## config.mk

```make
export PLATFORM = sky130hd
export DESIGN_NAME = async_queue_source_arbiter
export DESIGN_NICKNAME = d
export VERILOG_FILES = /design/src/rtl/async_queue_source_arbiter_pkg.sv /design/src/rtl/async_queue_source_arbiter_rr_pick.sv /design/src/rtl/async_queue_source_arbiter.sv
export SDC_FILE = /design/constraint.sdc
export NUM_CORES = 1
export LEC_CHECK = 0
export CAP_MARGIN = 20
export CORE_MARGIN = 2
export CORE_UTILIZATION = 40
export CTS_CLUSTER_DIAMETER = 40
export DETAILED_ROUTE_END_ITERATION = 7
export PLACE_DENSITY_LB_ADDON = 0.05
export SLEW_MARGIN = 15
export SYNTH_ARGS = -nofsm -noshare
export SYNTH_HDL_FRONTEND = slang
export SYNTH_SLANG_ARGS = --single-unit
```

## constraint.sdc

```tcl
create_clock -name clock -period 3.3 [get_ports clock]
set_input_delay 0.66 -clock clock [delete_from_list [all_inputs] [get_ports clock]]
set_output_delay 0.66 -clock clock [all_outputs]
set_load 0.05 [all_outputs]
```

## src/rtl/async_queue_source_arbiter_pkg.sv

```systemverilog
// Shared types and helpers for async_queue_source_arbiter.
//   arb_state_e : arbiter FSM states
//   rr_result_t : result of a rotating priority search (found flag + index)
//   rr_first()  : first set bit of 'valid' at or after 'ptr', wrapping at n
package async_arb_pkg;

  typedef enum logic {ARB_IDLE, ARB_LOCKED} arb_state_e;

  // Upper bound on requesters the search helper supports.
  localparam int unsigned RR_MAX_N = 32;
  localparam int unsigned RR_IDX_W = 5;

  typedef struct packed {
    logic                found;
    logic [RR_IDX_W-1:0] idx;
  } rr_result_t;

  function automatic rr_result_t rr_first(input logic [RR_MAX_N-1:0] valid,
                                          input logic [RR_IDX_W-1:0] ptr,
                                          input int unsigned         n);
    rr_result_t  res;
    int unsigned j;
    res = '0;
    for (int unsigned k = 0; k < RR_MAX_N; k++) begin
      j = 32'(ptr) + k;
      if (j >= n) j = j - n;
      if ((k < n) && (j < n) && !res.found && valid[j[RR_IDX_W-1:0]]) begin
        res.found = 1'b1;
        res.idx   = j[RR_IDX_W-1:0];
      end
    end
    return res;
  endfunction

endpackage

```

## src/rtl/async_queue_source_arbiter_rr_pick.sv

```systemverilog
// Rotating priority encoder (purely combinational).
//   valid : per-requester request vector
//   ptr   : index with highest priority this cycle
//   idx   : first requesting index at or after ptr (wrapping)
//   found : at least one request is present
module rr_pick
  import async_arb_pkg::*;
#(
  parameter  int unsigned N_REQ = 4,
  localparam int unsigned IDX_W = $clog2(N_REQ)
) (
  input  logic [N_REQ-1:0] valid,
  input  logic [IDX_W-1:0] ptr,
  output logic [IDX_W-1:0] idx,
  output logic             found
);

  rr_result_t res;

  always_comb res = rr_first(RR_MAX_N'(valid), RR_IDX_W'(ptr), N_REQ);

  assign idx   = res.idx[IDX_W-1:0];
  // Range guard keeps the full search result meaningful; always true in range.
  assign found = res.found && ({1'b0, res.idx} < (RR_IDX_W + 1)'(N_REQ));

endmodule

```

## src/rtl/async_queue_source_arbiter.sv

```systemverilog
// Round-robin arbiter in front of an async queue source enqueue port.
//   clock, reset_n      : clock, asynchronous active-low reset
//   req_valid/ready/bits: N_REQ requester channels (bits packed DATA_W each)
//   enq_valid/ready/bits: single channel to the queue source io_enq
//   grant_id            : current or last owner (registered)
//   locked              : FSM is in LOCKED (registered)
//   stall_cnt/stall_clr : saturating back-pressure cycle counter, sync clear
module async_queue_source_arbiter
  import async_arb_pkg::*;
#(
  parameter int unsigned N_REQ     = 4,
  parameter int unsigned DATA_W    = 4,
  parameter int unsigned MAX_BURST = 4,
  parameter int unsigned CNT_W     = 16
) (
  input  logic                       clock,
  input  logic                       reset_n,
  input  logic [N_REQ-1:0]           req_valid,
  output logic [N_REQ-1:0]           req_ready,
  input  logic [N_REQ*DATA_W-1:0]    req_bits,
  output logic                       enq_valid,
  input  logic                       enq_ready,
  output logic [DATA_W-1:0]          enq_bits,
  output logic [$clog2(N_REQ)-1:0]   grant_id,
  output logic                       locked,
  output logic [CNT_W-1:0]           stall_cnt,
  input  logic                       stall_clr
);

  localparam int unsigned IDX_W  = $clog2(N_REQ);
  localparam int unsigned BEAT_W = $clog2(MAX_BURST + 1);
  localparam logic [BEAT_W-1:0] LAST_BEAT = BEAT_W'(MAX_BURST - 1);
  localparam logic [IDX_W-1:0]  LAST_IDX  = IDX_W'(N_REQ - 1);

  function automatic logic [IDX_W-1:0] wrap_inc(input logic [IDX_W-1:0] i);
    return (i == LAST_IDX) ? '0 : i + 1'b1;
  endfunction

  arb_state_e        state_q, state_d;
  logic [IDX_W-1:0]  rr_ptr_q, rr_ptr_d;
  logic [IDX_W-1:0]  owner_q, owner_d;
  logic [BEAT_W-1:0] beats_q, beats_d;
  logic [IDX_W-1:0]  grant_q, grant_d;
  logic [CNT_W-1:0]  stall_q;

  logic [IDX_W-1:0]  pick_idx;
  logic              pick_found;
  logic [IDX_W-1:0]  sel;
  logic              sel_live;
  logic              fire;
  logic              stall;

  rr_pick #(.N_REQ(N_REQ)) u_pick (
    .valid (req_valid),
    .ptr   (rr_ptr_q),
    .idx   (pick_idx),
    .found (pick_found)
  );

  // State register
  always_ff @(posedge clock or negedge reset_n) begin
    if (!reset_n) state_q <= ARB_IDLE;
    else          state_q <= state_d;
  end

  // Next-state and datapath-next logic
  always_comb begin
    state_d  = state_q;
    rr_ptr_d = rr_ptr_q;
    owner_d  = owner_q;
    beats_d  = beats_q;
    grant_d  = grant_q;
    case (state_q)
      ARB_IDLE: begin
        if (fire) begin
          grant_d = sel;
          if (MAX_BURST == 1) begin
            rr_ptr_d = wrap_inc(sel);
          end else begin
            state_d = ARB_LOCKED;
            owner_d = sel;
            beats_d = BEAT_W'(1);
          end
        end else if (stall) begin
          // Freeze the presented beat until the queue accepts it.
          state_d = ARB_LOCKED;
          owner_d = sel;
          beats_d = '0;
        end
      end
      ARB_LOCKED: begin
        if (fire) begin
          grant_d = owner_q;
          if (beats_q == LAST_BEAT) begin
            state_d  = ARB_IDLE;
            rr_ptr_d = wrap_inc(owner_q);
            beats_d  = '0;
          end else begin
            beats_d = beats_q + 1'b1;
          end
        end else if (!req_valid[owner_q]) begin
          state_d  = ARB_IDLE;
          rr_ptr_d = wrap_inc(owner_q);
          beats_d  = '0;
        end
      end
      default: state_d = ARB_IDLE;
    endcase
  end

  // Output logic: selection mux and per-requester ready
  always_comb begin
    sel       = (state_q == ARB_LOCKED) ? owner_q : pick_idx;
    sel_live  = (state_q == ARB_LOCKED) || pick_found;
    enq_valid = 1'b0;
    enq_bits  = '0;
    req_ready = '0;
    for (int unsigned i = 0; i < N_REQ; i++) begin
      if (sel == IDX_W'(i)) begin
        enq_valid    = req_valid[i] & sel_live;
        enq_bits     = req_bits[i*DATA_W +: DATA_W];
        req_ready[i] = enq_ready & sel_live;
      end
    end
  end

  assign fire  = enq_valid & enq_ready;
  assign stall = enq_valid & ~enq_ready;

  always_ff @(posedge clock or negedge reset_n) begin
    if (!reset_n) begin
      rr_ptr_q <= '0;
      owner_q  <= '0;
      beats_q  <= '0;
      grant_q  <= '0;
    end else begin
      rr_ptr_q <= rr_ptr_d;
      owner_q  <= owner_d;
      beats_q  <= beats_d;
      grant_q  <= grant_d;
    end
  end

  always_ff @(posedge clock or negedge reset_n) begin
    if (!reset_n)                    stall_q <= '0;
    else if (stall_clr)              stall_q <= '0;
    else if (stall && stall_q != '1) stall_q <= stall_q + 1'b1;
  end

  assign grant_id  = grant_q;
  assign locked    = (state_q == ARB_LOCKED);
  assign stall_cnt = stall_q;

endmodule

```

==> summary.md <==
| Metric | Value |
|---|---|
| First-pass GRT wire length | about 11,000 um |
| Synthesized flop and latch total | 26 |
| CP Max Fanout | 6 |
| Max Fclk | around 290 MHz |
| Initial antenna violation count | 0 |
| Max clock buf depth | 2 |
| Slowest cell on crit path | dfrtp_1 |
| Seq/Total Area, Yosys | 30.4% |
| DP Area | about 3300 sq um |
| Rows | 26 |
| DP HPWL | about 4600 um |
| Core Region | a little over 5000 sq um |
| Largest net degree at the start of global routing | 27 |
| Asr flop ratio synth | 100% |
| CTS tree | built |
| CTS clk-pin slew, worst paths | roughly 0.10 ns |
| Worst R2R Setup Slack | -0.01 ns |
| Slack of the critical path | -0.189 ns |
| DIE WIDTH | between 70 and 80 um |
| Final setup TNS | -1.43 ns |
| Clock Latency Late Sink | 0.27 ns |
| Worst setup path class | reg2out |
| Cells along the critical path | buf_6, ha_1, nor2b_4, nor3_1, nor3_4, buf_6, a221oi_4, a31oi_4, buf_6, buf_4, o21ai_4, buf_12 |
| GPL Wtd Cong | 0.851 |
| RSZ-0062 raised after global routing | yes |
| Initial DRC count | roughly 140 |
| Area taken by multi-input logic gates | ~1700 sq um |
| Leak | 0.00155 uW |
| Layout fillers | ~430 |
| Dpl cells | about 410 |
| Root Buffer | clkbuf_8 |
| Peak VDD IR | roughly 0.95 mV |
| Clock skew | 0.00563 ns |
| Fraction of layout cells with a size suffix above 1 | around two fifths |
| Antenna Cells | 0 |
| Synthesized instance count | ~250 |
| CP endpoint | enq_bits[1] |
| CP most frequent cell | buf_6 |
| Pre-CTS setup slack | -0.565 ns |
| Final Slew Violations | 0 |
| Final hold slack | ~0.51 ns |
| Max-cap viol count | 0 |
| Critical path arrival | around 2.8 ns |
| Layout Nets | approximately 390 |
| Die height | between 70 and 80 um |
| DRC violations left | 0 |
| Post-synth top flop | dfrtp_1 |
| Vias in the first global route | 2,403 |
| Tot GR Track Use | roughly 22% |
| CTS sink count | 26 |
| RR Startpoint | rr_ptr_q[1] |
| # setup viols final | 12 |
| Avg Cell Area, Syn | between 8 and 9 sq um |
| Routed wire length | roughly 6300 um |
| Vias | around 2,300 |
| Sequential Area | about 650 sq um |
| CTS Buf Count | 3 |
| Global route total overflow | 0 |
| Vias per cell | between 5 and 6 |
| PortBufs | between 50 and 60 |
| Nature of the critical path endpoint | primary output |
| Hold Path Class | reg2reg |
| Pwr dens | about 1100 nW/um^2 |
| Net Count, Synth | roughly 280 |
| Min Tclk post-route | approximately 3.5 ns |
| Critical Path RT | 2.64 ns |
| Total die area | approximately 6000 sq um |
| Fin cells | approximately 420 |
| Final instance area | around 3700 sq um |
| Worst Setup SP | rr_ptr_q[1] |
| Area growth from synthesis to final layout | 71.9% |
| Failing checks | negative setup slack |
| Wire per inst | 14.9 um |
| Yosys warning total | 0 |
| Final period util | 106% |
| H-Tree Level Count | 1 |
| Worst setup SP type | flip-flop |
| Status | finished with violations |
| Worst path max stage delay | 0.44 ns |
| Post-synth EDFFs | 0 |
| R2R depth | 13 |
| Ports | 52 |
| Antenna-violating nets left | 0 |
| Initial core utilization | between 40% and 50% |
| Reg2reg end | stall_cnt[14] |
| Final hold viol count | 0 |
| Drt first pass iters | 4 |
| Worst Tran Pin Value | roughly 0.8 ns |
| Unique cell type count in the Yosys netlist | 50 |
| Slew headroom | 46.1% |
| Mapped Area | 2140 sq um |
## logic make-up (layout without fill, tap and decap cells)
kind of cell	count (synthesis)	in the layout	share of synthesized area, %
muxes	27	27	14.1
and+or+nand+nor	93	93	23.3
adders and majority gates	8	8	4.67
AOI/OAI and AO/OA	67	67	22.1
buffers and inverters	28	132	5.49
DFF	26	26	30.4
## worst min path at each step
stage,cells after the start,start,to
after floorplan,0,reset_n,beats_q[0]
after global placement,1,grant_id[1],grant_id[1]
after detailed placement,1,grant_id[1],grant_id[1]
after CTS,1,grant_id[1],grant_id[1]
after global routing,1,grant_id[1],grant_id[1]
final,1,grant_id[1],grant_id[1]
## registers in the layout, indices dropped and copies added, names as in the netlist
name and cells:
owner_q 2, rr_ptr_q 2, stall_cnt 16, beats_q 3, grant_id 2, locked 1
## worst max-delay path, delay by kind of cell (launching register included)
| family | cells | cell delay [ns] |
|---|---|---|
| buffers and inverters | 5 | 0.75 |
| AND/OR/NAND/NOR | 3 | 0.55 |
| adder cells (fa/ha/maj) | 1 | 0.17 |
| flip-flops | 1 | 0.44 |
| AO/OA/AOI/OAI | 3 | 0.64 |
## cells in the final DEF, fill, tap and decap left out, types with 7 or more instances in the layout
master / instances
mux2i_1: 7
dfrtp_1: 25
ha_1: 7
nand3_1: 8
buf_4: 55
buf_12: 8
inv_1: 8
mux2_2: 7
a21oi_1: 14
nor2_1: 18
or4_1: 11
buf_6: 11
clkdlybuf4s50_1: 38
nand2_1: 11
o31ai_1: 11
## timing repair
action	in CTS	in global routing
buffers inserted	9	0
gates resized for setup	67	11
pin swaps	19	11
gates cloned	1	0
endpoints found under the setup margin	26	25
hold buffers	0	0
## where the power goes
group          internal, uW  switching, uW
logic                  1780           1740
registers               384           69.9
clock network           107            104
## Yosys cell counts, types with 2 or more instances
cell       n  area share [%]
o31ai_1   11             3.9
nor2b_1    5             1.5
a31o_2     2            0.82
buf_2      7             1.6
clkbuf_1   8             1.4
nand2b_1   4             1.2
nor3_1     5             1.2
o22a_1     3             1.2
a21oi_1   17             4.0
o22ai_1    2            0.58
inv_1     11             1.9
dfrtp_1   26              30
and2_1     3            0.88
a31oi_1    2            0.58
ha_1       8             4.7
or3_1      2            0.58
or4_1     13             4.6
mux2_2    12             6.3
nor2_1    21             3.7
a221o_1    3             1.4
nor4_1     4             1.2
mux2i_1   13             6.1
o21ai_0   11             2.6
and3_1     6             1.8
nand3_1    8             1.9
nand2_1   18             3.2
## layout make-up
type	count	area share, %
Tap cell	70	2.38
Timing Repair Buffer	117	30.7
Sequential cell	26	17.7
Inverter	11	1.29
Clock buffer	4	1.49
Multi-Input combinational cell	195	46.4
## per-stage QoR
stage | power [uW] | utilization [%]
final | 4180 | 71.7
after global routing | 4420 | 71.7
after CTS | 4070 | 70.9
after detailed placement | 3360 | 63.4
after global placement | 3340 | 63.4
after floorplan | 2180 | -
## routing by layer
layer | part of all wire, % | global-route usage [%] | routed length [um] | up-vias
met1 | 42 | 27.9 | 2670 | 1121
met4 | 1.3 | 5.18 | 85 | 0
met2 | 53 | 40.3 | 3350 | 49
met5 | 0 | 0 | 0 | -
li1 | - | - | - | 1145
met3 | 3.3 | 2.59 | 207 | 6
(Power assumes the default switching activity.)
